$ cat config.mk
export PLATFORM = sky130hd
export DESIGN_NAME = uart_fifo_128x8_flat
export DESIGN_NICKNAME = d
export VERILOG_FILES = /design/src/rtl/uart_fifo_pkg.sv /design/src/rtl/uart_fifo_128x8_if.sv /design/src/rtl/uart_fifo_ram_128x8.sv /design/src/rtl/uart_fifo_128x8.sv /design/src/flat_wrapper.sv
export SDC_FILE = /design/constraint.sdc
export NUM_CORES = 1
export LEC_CHECK = 0
export ABC_CLOCK_PERIOD_IN_PS = 7200
export CORE_AREA = 2 2 350 352
export DETAILED_ROUTE_END_ITERATION = 7
export DIE_AREA = 0 0 352 354
export GPL_ROUTABILITY_DRIVEN = 0
export SETUP_SLACK_MARGIN = 0.2
export SYNTH_ARGS = -nofsm -noshare
export SYNTH_HDL_FRONTEND = slang
export SYNTH_SLANG_ARGS = --single-unit
export TNS_END_PERCENT = 5
$ cat constraint.sdc
create_clock -name clock -period 7.2 [get_ports clock]
set_input_delay 0.72 -clock clock [delete_from_list [all_inputs] [get_ports clock]]
set_output_delay 0.72 -clock clock [all_outputs]
set_load 0.01 [all_outputs]
$ cat src/rtl/uart_fifo_pkg.sv
// Shared sizing, types and pointer helper for the 128x8 UART FIFO.
package uart_fifo_pkg;

    localparam int FIFO_DEPTH = 128;
    localparam int FIFO_BITS  = 7;
    localparam int FIFO_WIDTH = 8;

    typedef logic [FIFO_BITS-1:0]  ptr_t;
    typedef logic [FIFO_WIDTH-1:0] data_t;

    // One slot stays unused so a 7-bit counter can tell full from empty.
    localparam ptr_t COUNT_FULL  = ptr_t'(FIFO_DEPTH - 1);
    localparam ptr_t COUNT_EMPTY = '0;

    // Controller state kept as a single register bundle.
    typedef struct packed {
        ptr_t  rd_ptr;
        ptr_t  wr_ptr;
        ptr_t  count;
        logic  read_n_hold;
        data_t data_out;
    } ctrl_state_t;

    localparam ctrl_state_t CTRL_RESET = '{
        rd_ptr:      '0,
        wr_ptr:      '0,
        count:       '0,
        read_n_hold: 1'b1,
        data_out:    '0
    };

    function automatic ptr_t ptr_inc(input ptr_t p);
        return p + ptr_t'(1);
    endfunction

endpackage

$ cat src/rtl/uart_fifo_128x8_if.sv
// Data/strobe/flag bundle between a FIFO user (master) and the FIFO (slave).
interface uart_fifo_128x8_if;
    import uart_fifo_pkg::*;

    data_t data_in;
    logic  write_n;
    logic  read_n;
    ptr_t  level;
    data_t data_out;
    logic  full;
    logic  empty;
    logic  half;

    modport master (
        output data_in, write_n, read_n, level,
        input  data_out, full, empty, half
    );

    modport slave (
        input  data_in, write_n, read_n, level,
        output data_out, full, empty, half
    );

endinterface

$ cat src/rtl/uart_fifo_ram_128x8.sv
// Simple dual-port 128x8 RAM: synchronous write, registered read address, combinational read data.
module uart_fifo_ram_128x8
    import uart_fifo_pkg::*;
(
    input  logic  clock,
    input  logic  reset_n,
    input  logic  we_i,
    input  ptr_t  waddr_i,
    input  data_t wdata_i,
    input  ptr_t  raddr_i,
    output data_t rdata_o
);

    data_t mem [FIFO_DEPTH];
    ptr_t  raddr_q;

    // NOTE: the array is deliberately left without reset so it maps onto a block RAM;
    // a reset term on storage would force it into flip-flops.
    always_ff @(posedge clock) begin
        if (we_i) begin
            mem[waddr_i] <= wdata_i;
        end
    end

    always_ff @(posedge clock or negedge reset_n) begin
        if (!reset_n) begin
            raddr_q <= '0;
        end else begin
            raddr_q <= raddr_i;
        end
    end

    assign rdata_o = mem[raddr_q];

endmodule

$ cat src/rtl/uart_fifo_128x8.sv
// 128x8 FIFO controller: pointers, occupancy counter, flags and registered read data.
// Define FIFO_OVERFLOW_CHECK_EN to compile in simulation-only overflow/underflow traps.
module uart_fifo_128x8
    import uart_fifo_pkg::*;
(
    input logic               clock,
    input logic               reset_n,
    uart_fifo_128x8_if.slave  bus
);

    ctrl_state_t state_q;
    ctrl_state_t state_d;
    data_t       ram_rdata;
    logic        full;
    logic        empty;
    logic        wr_accept;
    logic        rd_accept;

    assign full  = (state_q.count == COUNT_FULL);
    assign empty = (state_q.count == COUNT_EMPTY);

    assign wr_accept = !bus.write_n && !full;
    assign rd_accept = !bus.read_n && !empty;

    // NOTE: every field of state_d takes its held value first, so no path through
    // this block leaves a signal unassigned and no latch can be inferred.
    always_comb begin
        state_d = state_q;

        if (wr_accept) begin
            state_d.wr_ptr = ptr_inc(state_q.wr_ptr);
        end
        if (rd_accept) begin
            state_d.rd_ptr = ptr_inc(state_q.rd_ptr);
        end

        unique case ({wr_accept, rd_accept})
            2'b10:   state_d.count = state_q.count + ptr_t'(1);
            2'b01:   state_d.count = state_q.count - ptr_t'(1);
            default: state_d.count = state_q.count;
        endcase

        // The RAM address was captured alongside this strobe, so its data is ready now.
        state_d.read_n_hold = bus.read_n;
        if (!state_q.read_n_hold) begin
            state_d.data_out = ram_rdata;
        end
    end

    // NOTE: state registers use non-blocking assignment so every flop samples
    // pre-edge values regardless of process ordering.
    always_ff @(posedge clock or negedge reset_n) begin
        if (!reset_n) begin
            state_q <= CTRL_RESET;
        end else begin
            state_q <= state_d;
        end
    end

    uart_fifo_ram_128x8 u_ram (
        .clock   (clock),
        .reset_n (reset_n),
        .we_i    (wr_accept),
        .waddr_i (state_q.wr_ptr),
        .wdata_i (bus.data_in),
        .raddr_i (state_q.rd_ptr),
        .rdata_o (ram_rdata)
    );

    assign bus.data_out = state_q.data_out;
    assign bus.full     = full;
    assign bus.empty    = empty;
    assign bus.half     = (state_q.count >= bus.level);

`ifdef FIFO_OVERFLOW_CHECK_EN
    always @(posedge clock) begin
        if (reset_n) begin
            if (!bus.write_n && full) begin
                $display("FIFO Overflow at time %0t", $time);
                $stop;
            end
            if (!bus.read_n && empty) begin
                $display("FIFO Underflow at time %0t", $time);
                $stop;
            end
        end
    end
`else
    // Without the traps, writes when full and reads when empty are dropped silently.
`endif

endmodule

$ cat src/flat_wrapper.sv
// flat-port wrapper written by rule: the top's interface ports become plain ports
module uart_fifo_128x8_flat import uart_fifo_pkg::*;
  (clock, reset_n, bus_data_in, bus_write_n, bus_read_n, bus_level, bus_data_out, bus_full, bus_empty, bus_half);
  uart_fifo_128x8_if bus_i ();
  input logic clock;
  input logic reset_n;
  input wire logic [$bits(bus_i.data_in)-1:0] bus_data_in;
  input wire logic [$bits(bus_i.write_n)-1:0] bus_write_n;
  input wire logic [$bits(bus_i.read_n)-1:0] bus_read_n;
  input wire logic [$bits(bus_i.level)-1:0] bus_level;
  output wire logic [$bits(bus_i.data_out)-1:0] bus_data_out;
  output wire logic [$bits(bus_i.full)-1:0] bus_full;
  output wire logic [$bits(bus_i.empty)-1:0] bus_empty;
  output wire logic [$bits(bus_i.half)-1:0] bus_half;
  assign bus_i.data_in = bus_data_in;
  assign bus_i.write_n = bus_write_n;
  assign bus_i.read_n = bus_read_n;
  assign bus_i.level = bus_level;
  assign bus_data_out = bus_i.data_out;
  assign bus_full = bus_i.full;
  assign bus_empty = bus_i.empty;
  assign bus_half = bus_i.half;
  uart_fifo_128x8 u_core (.clock(clock), .reset_n(reset_n), .bus(bus_i));
endmodule
==> results.yml, run 1 <==
drt:
  drt_pass1_iterations: 5
  routedWlPerCell_um: 25.9
  via_per_inst: 5.34
  vias: 20733
  detail-route-antenna-nets: 0
  drcViolationCount: 0
  initialDrtViolationCount: 2277
  wl_um: 100000
floorplanning:
  initial_core_util_pct: 34.8
  rows: 128
  die_y_um: 354
  ios: 30
  die_w_um: 352
  core_um2: 121000
  die-area_um2: 125000
synthesis:
  synth_top_family_by_area: "multiplexers"
  yosys_warnings: 0
  synthXorXnorAreaFrac_pct: 0.354
  synth-edff-count: 1024
  syn_area_per_cell_um2: 19.7
  ys.flop_type: "edfxtp_1"
  synth_fp_nets: 2173
  synth_compound_area_share_pct: 3.97
  postSynth.asyncResetShare_pct: 3.49
  ys_ff_latch: 1061
  ys_seq_area_share_pct: 75.2
  synth.area.mux_share_pct: 14.0
  synth_fa_ha_area_share_pct: 0.493
  synth_cell_types: 60
  synthCells: 2138
  synth_area_um2: 42100
  synth_simple_gate_area_share_pct: 3.73
cts:
  cts_resized: 0
  cts_root_buf: "clkbuf_16"
  clk_latency_ns: 0.69
  cts_tree: "done"
  path_clk_slew_ns: 0.06
  cts_buffer_depth: 3
  hold_buffers: 0
  numCtsBuffers: 105
  cts_max_level: 3
  post-cts-setup-buffer-count: 0
  cts.sinks: 1061
setup_path:
  critPathLaunchType: "flop"
  critical_path_buf_inv_count: 1
  r2r_setup_slack_ns: 3.37
  critPathArrivalTime_ns: 4.34
  r2r_end: "u_core.bus.data_out[3]$_DFFE_PN0N_"
  r2r_cells: 7
  cp_slowest_cell: "or2_1"
  crit_cells: 7
  crit_path_max_incr_delay_ns: 0.84
  cp-startpoint: "u_core.u_ram.raddr_q[1]$_DFF_PN0_"
  rr_startpoint: "u_core.u_ram.raddr_q[1]$_DFF_PN0_"
  cp-end-kind: "flop"
  worstPathMaxFanout: 115
  critPathTopFamily: "compound AO/OA/AOI/OAI gates"
  critPathKind: "reg -> reg"
  crit_chain: "buf_12 > or2_1 > o22ai_1 > o221ai_1 > nand3_1 > a221oi_1 > a2111oi_2"
  crit_end: "u_core.bus.data_out[3]$_DFFE_PN0N_"
  crit_required_ns: 7.72
sta:
  final-setup-viol-count: 0
  fmax_mhz: 261
  finClkSkew_ns: 0.0343
  min_period_ns: 3.83
  drv_slew: 0
  relSlewSlack_pct: 23.5
  finalSetupTns_ns: 0
  tightest_slew_ns: 1.15
  hold_ws_ns: 0.131
  fin_crit_sh_pct: 53.1
  rsz0062_at_grt: "false"
  hold_violations: 0
placement:
  placed_area_um2: 43800
  hpwl_um: 60800
  portBuffers: 29
flow_run:
  maxCapViolCount: 0
global_routing:
  grt_pass1_vias: 21229
  overflow: 0
  grt_max_degree: 116
  antenna_found_initial: 1
  grt_usage_pct: 15.9
  grt_pass1_wl_um: 147000
status:
  outcome: "finished clean"
cells_and_area:
  final_cell_mix: "edfxtp_1 (1024), mux4_2 (195), nor2_1 (160)"
  num_antenna_cells: 0
  drive_gt1_share_pct: 19.1
  layout_commonest_cell: "edfxtp_1"
  syn_to_final_growth_pct: 12.1
  nNetsFinal: 2209
  final_area_um2: 47200
min_path:
  hp-class: "in -> async"
pwr:
  ir_drop_uv: 309
  power_density_nw_per_um2: 371
  p_leak_nw: 14.8
## routing by layer
layer  vias to the layer above  part of all wire (%)  global-route usage [%]
met5                         -                0.0080                       0
met4                         2                   2.6                    4.82
met3                       160                   7.6                    3.35
met2                       841                    48                    25.5
met1                     10921                    42                    21.8
li1                       8809                     -                       -
## kinds of logic after synthesis
family                     Yosys count
buffers and inverters              151
muxes                              335
xor gates and xnor gates            17
DFF                               1061
AOI/OAI and AO/OA                  212
and+or+nand+nor                    346
adders and majority gates           16
## final cells by class
| class | count | area, um^2 |
|---|---|---|
| timing repair buffer | 56 | 518 |
| sequential | 1061 | 31700 |
| tap | 1625 | 2030 |
| multi-input combinational | 926 | 9510 |
| inverter | 24 | 90.1 |
| fill | 10686 | 73700 |
| clock inverter | 63 | 548 |
| clock buffer | 128 | 2810 |
## synthesized netlist by cell type (7+ instances only)
library cell,count,share of area [%]
a21oi_1,22,0.26
mux2i_1,124,2.9
o221ai_1,28,0.58
buf_4,25,0.45
buf_6,24,0.64
a221oi_1,9,0.19
ha_1,15,0.45
o21ai_0,9,0.11
dfrtp_1,36,2.1
xor2_1,7,0.15
a22oi_1,26,0.46
o221ai_2,7,0.25
buf_2,22,0.26
a31oi_1,7,0.10
inv_1,24,0.21
o22ai_1,46,0.68
a211oi_1,22,0.39
nor2b_1,52,0.77
nor2_1,160,1.4
clkbuf_1,44,0.39
edfxtp_1,1024,73
nand2_1,63,0.56
a2111oi_2,8,0.29
nor3_1,11,0.13
mux4_2,195,10
xnor2_1,10,0.21
nand3_1,28,0.33
## how the worst min path moves through the flow
stage / start / endpoint
2_1_floorplan: u_core.state_q[29]$_DFFE_PN0P_ / u_core.u_ram.raddr_q[6]$_DFF_PN0_
3_3_place_gp: u_core.state_q[29]$_DFFE_PN0P_ / u_core.u_ram.raddr_q[6]$_DFF_PN0_
3_5_place_dp: u_core.state_q[29]$_DFFE_PN0P_ / u_core.u_ram.raddr_q[6]$_DFF_PN0_
4_1_cts: reset_n / u_core.state_q[21]$_DFFE_PN0P_
5_1_grt: reset_n / u_core.state_q[11]$_DFFE_PN0P_
6_report: reset_n / u_core.state_q[11]$_DFFE_PN0P_
## sequential cells by signal, indices dropped and copies added (netlist names)
name	count
u_core.state_q	22
u_core.bus.data_out	8
u_core.u_ram.raddr_q	7
u_core.u_ram.mem	1024
## where the power goes
group,internal [mW],leakage [nW],switching (mW)
logic,1.97,3.52,2.85
registers,7.00,9.64,0.346
clock network,3.03,1.64,2.31
## metrics by stage
step | setup slack [ns] | power, mW | instances | utilization, %
after floorplan | 3.64 | 10.9 | 2138 | -
after global placement | 3.08 | 12.2 | 3692 | 36.3
after detailed placement | 3.10 | 12.3 | 3692 | 36.3
after CTS | 3.40 | 17.6 | 3883 | 39.0
after global routing | 3.21 | 18.1 | 3883 | 39.0
final | 3.37 | 17.5 | 3883 | 39.0
Power figures use the tool's default switching activity.
==> run 2: changes to the inputs <==
--- a/config.mk
+++ b/config.mk
@@ -5,7 +5,7 @@
 export SDC_FILE = /design/constraint.sdc
 export NUM_CORES = 1
 export LEC_CHECK = 0
-export ABC_CLOCK_PERIOD_IN_PS = 7200
+export ABC_CLOCK_PERIOD_IN_PS = 3200
 export CORE_AREA = 2 2 350 352
 export DETAILED_ROUTE_END_ITERATION = 7
 export DIE_AREA = 0 0 352 354
==> constraint.sdc (replaced) <==
create_clock -name clock -period 3.2 [get_ports clock]
set_input_delay 0.32 -clock clock [delete_from_list [all_inputs] [get_ports clock]]
set_output_delay 0.32 -clock clock [all_outputs]
set_load 0.01 [all_outputs]
==> results.yml, run 2 (synthesis results as in run 1) <==
status:
  outcome: "finished clean"
cts:
  numCtsBuffers: 105
  cts_max_level: 3
  cts_buffer_depth: 3
  cts.sinks: 1061
  cts_tree: "done"
  clk_latency_ns: 0.70
  path_clk_slew_ns: 0.06
  cts_root_buf: "clkbuf_16"
cells_and_area:
  fin_util_pct: 40.7
  layout_commonest_cell: "edfxtp_1"
  largest_reg_flops: 1024
  syn_to_final_growth_pct: 16.8
  final_cell_mix: "edfxtp_1 (1024), buf_4 (226), mux4_2 (195)"
  num_antenna_cells: 0
  drive_gt1_share_pct: 26.3
  nNetsFinal: 2423
  top_register: "u_core.u_ram.mem"
  fillers: 10591
global_routing:
  grt_pass1_wl_um: 146000
  grt_usage_pct: 15.7
  overflow: 0
  antenna_found_initial: 0
  grt_pass1_vias: 21841
  grt_max_degree: 83
sta:
  tightest_slew_ns: 1.01
  final-setup-viol-count: 0
  finClkSkew_ns: 0.0509
  hold_ws_ns: 0.153
  setup_ws_ns: 0.129
  relSlewSlack_pct: 32.4
  finalSetupTns_ns: 0
  fin_crit_sh_pct: 96.0
  drv_slew: 0
  fmax_mhz: 326
  rsz0062_at_grt: "true"
  min_period_ns: 3.07
  hold_violations: 0
setup_path:
  r2r_end: "u_core.state_q[15]$_DFFE_PN0P_"
  rr_startpoint: "u_core.state_q[13]$_DFFE_PN0P_"
  critPathLaunchType: "flop"
  cp-end-kind: "flop"
  cp-startpoint: "u_core.state_q[13]$_DFFE_PN0P_"
  r2r_setup_slack_ns: 0.13
  critPathArrivalTime_ns: 3.62
  crit_required_ns: 3.75
  r2r_cells: 12
  critPathKind: "reg -> reg"
  worstPathMaxFanout: 6
placement:
  hpwl_um: 63200
  place_worst_setup_slack_ns: 0.0655
  portBuffers: 29
floorplanning:
  initial_core_util_pct: 34.8
  core_um2: 121000
  die_w_um: 352
  rows: 128
  ios: 30
  die_y_um: 354
  die-area_um2: 125000
pwr:
  finalPower_mw: 40.6
  power_density_nw_per_um2: 826
  ir_drop_uv: 418
  p_leak_nw: 16.0
drt:
  vias: 21234
  via_per_inst: 5.18
  detail-route-antenna-nets: 0
  wl_um: 98700
  drt_pass1_iterations: 5
  initialDrtViolationCount: 2088
  routedWlPerCell_um: 24.1
  drcViolationCount: 0
min_path:
  hp-class: "in -> reg"
  hold_end: "u_core.u_ram.mem[65][6]$_DFFE_PP_"
  hold-path-cell-count: 1
  hp-start: "bus_data_in[6]"
flow_run:
  maxCapViolCount: 0
[run 2: repair_timing]
| item | 4_1_cts | 5_1_grt |
|---|---|---|
| hold buffers | 1 | 0 |
| pin swaps | 0 | 10 |
| endpoints found under the setup margin | 4 | 11 |
| endpoints found under the hold margin | 36 | 0 |
| resized for setup | 2 | 11 |
| buffers inserted | 1 | 8 |
[run 2: through the flow]
stage / std cells / cell area, um^2
2_1_floorplan: 2138 / 42200
3_3_place_gp: 3896 / 45600
3_5_place_dp: 3896 / 45600
4_1_cts: 4090 / 49100
5_1_grt: 4098 / 49200
6_report: 4098 / 49200
[run 2: power breakdown]
group	internal [mW]	switching (mW)	leakage (nW)
clock network	7.06	5.16	1.66
logic	5.31	6.63	4.73
registers	15.7	0.740	9.64
[run 2: per-layer routing]
layer | track usage [%] | wire (um) | vias to the layer above
met3 | 2.79 | 6240 | 142
met4 | 3.45 | 1830 | 0
met2 | 26.0 | 48500 | 691
met1 | 21.7 | 42200 | 11169
li1 | - | - | 9232
met5 | 0 | 0 | -
[run 2: area by class of cell]
| class | count | area (um^2) | share of cell area [%] |
|---|---|---|---|
| Clock buffer | 136 | 2840 | 5.76 |
| Clock inverter | 56 | 616 | 1.25 |
| Inverter | 24 | 92.6 | 0.188 |
| Multi-Input combinational cell | 926 | 9580 | 19.5 |
| Sequential cell | 1061 | 31700 | 64.4 |
| Tap cell | 1625 | 2030 | 4.13 |
| Timing Repair Buffer | 270 | 2360 | 4.79 |
[run 2: worst max-delay path: stages (launching register included)]
cell and delay (ns):
dfrtp_2 0.43, or4_4 0.50, nor4_4 0.35, nor2_4 0.07, ha_4 0.21, ha_4 0.24
nor2b_4 0.12, o21ai_2 0.16, a21oi_2 0.09, o21ai_2 0.18, a21oi_2 0.07, or3b_4 0.38
xnor2_2 0.14
[run 2: worst max path at each step]
stage                                           to  slack (ns)  depth (start not counted)
CTS                 u_core.state_q[15]$_DFFE_PN0P_        0.05                         13
detailed placement  u_core.state_q[15]$_DFFE_PN0P_        0.07                         13
global route        u_core.state_q[14]$_DFFE_PN0P_        0.02                         11
global placement    u_core.state_q[15]$_DFFE_PN0P_        0.07                         13
finish              u_core.state_q[15]$_DFFE_PN0P_        0.13                         12
floorplan           u_core.state_q[15]$_DFFE_PN0P_        0.20                         13
==> patch (config.mk and constraints of run 1) <==
`FIFO_DEPTH`: 128 -> 64.
--- a/src/rtl/uart_fifo_pkg.sv
+++ b/src/rtl/uart_fifo_pkg.sv
@@ -3,3 +3,3 @@
 
-    localparam int FIFO_DEPTH = 128;
+    localparam int FIFO_DEPTH = 64;
     localparam int FIFO_BITS  = 7;
Function: same outputs for any inputs over 4 cycles, from zero or initial values and one cycle with reset_n low; that may be too few to reach the edited logic, so the function may still have changed.
==> patch against run 1 <==
  * Synthesized area is 49% lower
  * Sequential cell count shrank 515
  * Final area down 46%
  * Power decreased by 49%
  * Count of clock-buffer cells in the layout decreased by 58
  * Routed wire length decreased by 53%
  * Setup slack improved by 170 ps
  * Sequential power decreased by 47%
  * Die area is the same
==> patch: results (changes against run 1) <==
<table>
<tr><th>Metric</th><th>Value</th></tr>
<tr><th colspan="2">Run status</th></tr>
<tr><td>Run status</td><td>complete, no violations</td></tr>
<tr><th colspan="2">Global route</th></tr>
<tr><td>Via count of the first global-routing pass</td><td>10600 (-50%)</td></tr>
<tr><td>All-Layer GR Usage</td><td>7.30% (-8.6 points)</td></tr>
<tr><td>Initial antenna violation count</td><td>3 (+2)</td></tr>
<tr><td>Largest net degree at the start of global routing</td><td>97 (-16%)</td></tr>
<tr><th colspan="2">Timing</th></tr>
<tr><td>Worst slew margin relative to its limit</td><td>23.5% (-0.059 points)</td></tr>
<tr><td>Max Clock Skew</td><td>39.9 ps (+5.63 ps)</td></tr>
<tr><th colspan="2">Detailed routing</th></tr>
<tr><td>Total wire length after detailed routing</td><td>46.8 mm (-53%)</td></tr>
<tr><td>First-iteration detailed-routing DRC count</td><td>1034 (-55%)</td></tr>
<tr><th colspan="2">Synthesis</th></tr>
<tr><td>Fraction of the mapped netlist area in adder cells</td><td>0.964% (+0.47 points)</td></tr>
<tr><td>Synthesized Nets</td><td>1155 (-47%)</td></tr>
<tr><td>Unique masters post-synth</td><td>43 (-28%)</td></tr>
<tr><td>Leading cell types by count after synthesis</td><td>edfxtp_1, mux4_2, nor2_1</td></tr>
<tr><td>Compound-gate portion of the synthesized area</td><td>3.63% (-0.34 points)</td></tr>
<tr><td>Share of synthesized flip-flops with an asynchronous set or reset</td><td>6.23% (+2.7 points)</td></tr>
<tr><td>Share of the yosys chip area belonging to registers</td><td>75.3% (about the same)</td></tr>
<tr><td>Mean instance size in the synthesized netlist</td><td>19.2 µm² (-2.3%)</td></tr>
<tr><td>Post-synthesis share of cell area spent on xor and xnor gates</td><td>0.609% (+0.26 points)</td></tr>
<tr><th colspan="2">Placed design</th></tr>
<tr><td>HPWL Detailed</td><td>28.4 mm (-53%)</td></tr>
<tr><th colspan="2">Worst setup path</th></tr>
<tr><td>Worst-case register-to-register setup slack</td><td>3550 ps (+170 ps)</td></tr>
<tr><th colspan="2">Cells and area</th></tr>
<tr><td>Fin cells</td><td>2817 (-27%)</td></tr>
<tr><td>Number of flip-flops in the largest register</td><td>512 (-50%)</td></tr>
<tr><td>Count of filler cells inserted in the layout</td><td>12600 (+18%)</td></tr>
<tr><th colspan="2">Power and ir drop</th></tr>
<tr><td>Leak</td><td>7.76 nW (-48%)</td></tr>
<tr><td>VDD IR max</td><td>265 µV (-14%)</td></tr>
<tr><td>Power density cells</td><td>355 nW/µm² (-4.2%)</td></tr>
<tr><th colspan="2">Clocking</th></tr>
<tr><td>CTS H-tree depth</td><td>2 (-1)</td></tr>
</table>
## patch: critical path: stages (launching register included)
cell,delay (ps)
dfrtp_4,600
buf_12,490
nor2b_1,920
a22oi_1,230
nand3_1,190
nand2_1,110
nor4_1,690
nor2_1,110
## patch: power by group
group	internal, mW	switching [mW]	total [mW]
Combinational	1.01	1.29	2.31
Sequential	3.68	0.247	3.92
Clock	1.58	1.17	2.75
## patch: cells by family after synthesis
logic type               after synthesis
adder cells (fa/ha/maj)               16
buffers and inverters                 78
flip-flops                           546
AND/OR/NAND/NOR                      202
XOR/XNOR                              15
multiplexers                         155
AO/OA/AOI/OAI                        108
## patch: final timing paths
| check | cells past startpoint | end | from |
|---|---|---|---|
| max | 7 | u_core.bus.data_out[2] | u_core.u_ram.raddr_q[0] |
| max reg2reg | 7 | u_core.bus.data_out[2] | u_core.u_ram.raddr_q[0] |
| max in group asynchronous | 1 | u_core.u_ram.raddr_q[2] | reset_n |
| min | 1 | u_core.state_q[9] | reset_n |
| min reg2reg | 0 | u_core.u_ram.raddr_q[5] | u_core.state_q[28] |
| min in group clock | 0 | u_core.u_ram.raddr_q[5] | u_core.state_q[28] |
## patch: area by class of cell
class                   instances  area share (%)
flip-flops and latches        546            64.2
multi-input cells             496            19.4
clock inverters                27            1.19
repair buffers                 43            1.43
well taps                    1625            8.04
inverters                      10           0.148
clock buffers                  70            5.65
## patch: per-layer routing
layer	global-route usage, %	wire (µm)	share of wire [%]
met5	0	48	0.10
met3	1.65	3600	7.7
met1	10.1	20800	45
met4	2.33	1120	2.4
met2	11.3	21200	45
## patch: metrics by stage
stage | util, % | worst slack (ps)
6_report | 20.9 | 3550
5_1_grt | 20.9 | 3330
4_1_cts | 20.9 | 3610
3_5_place_dp | 19.5 | 3290
3_3_place_gp | 19.5 | 3170
2_1_floorplan | - | 3810
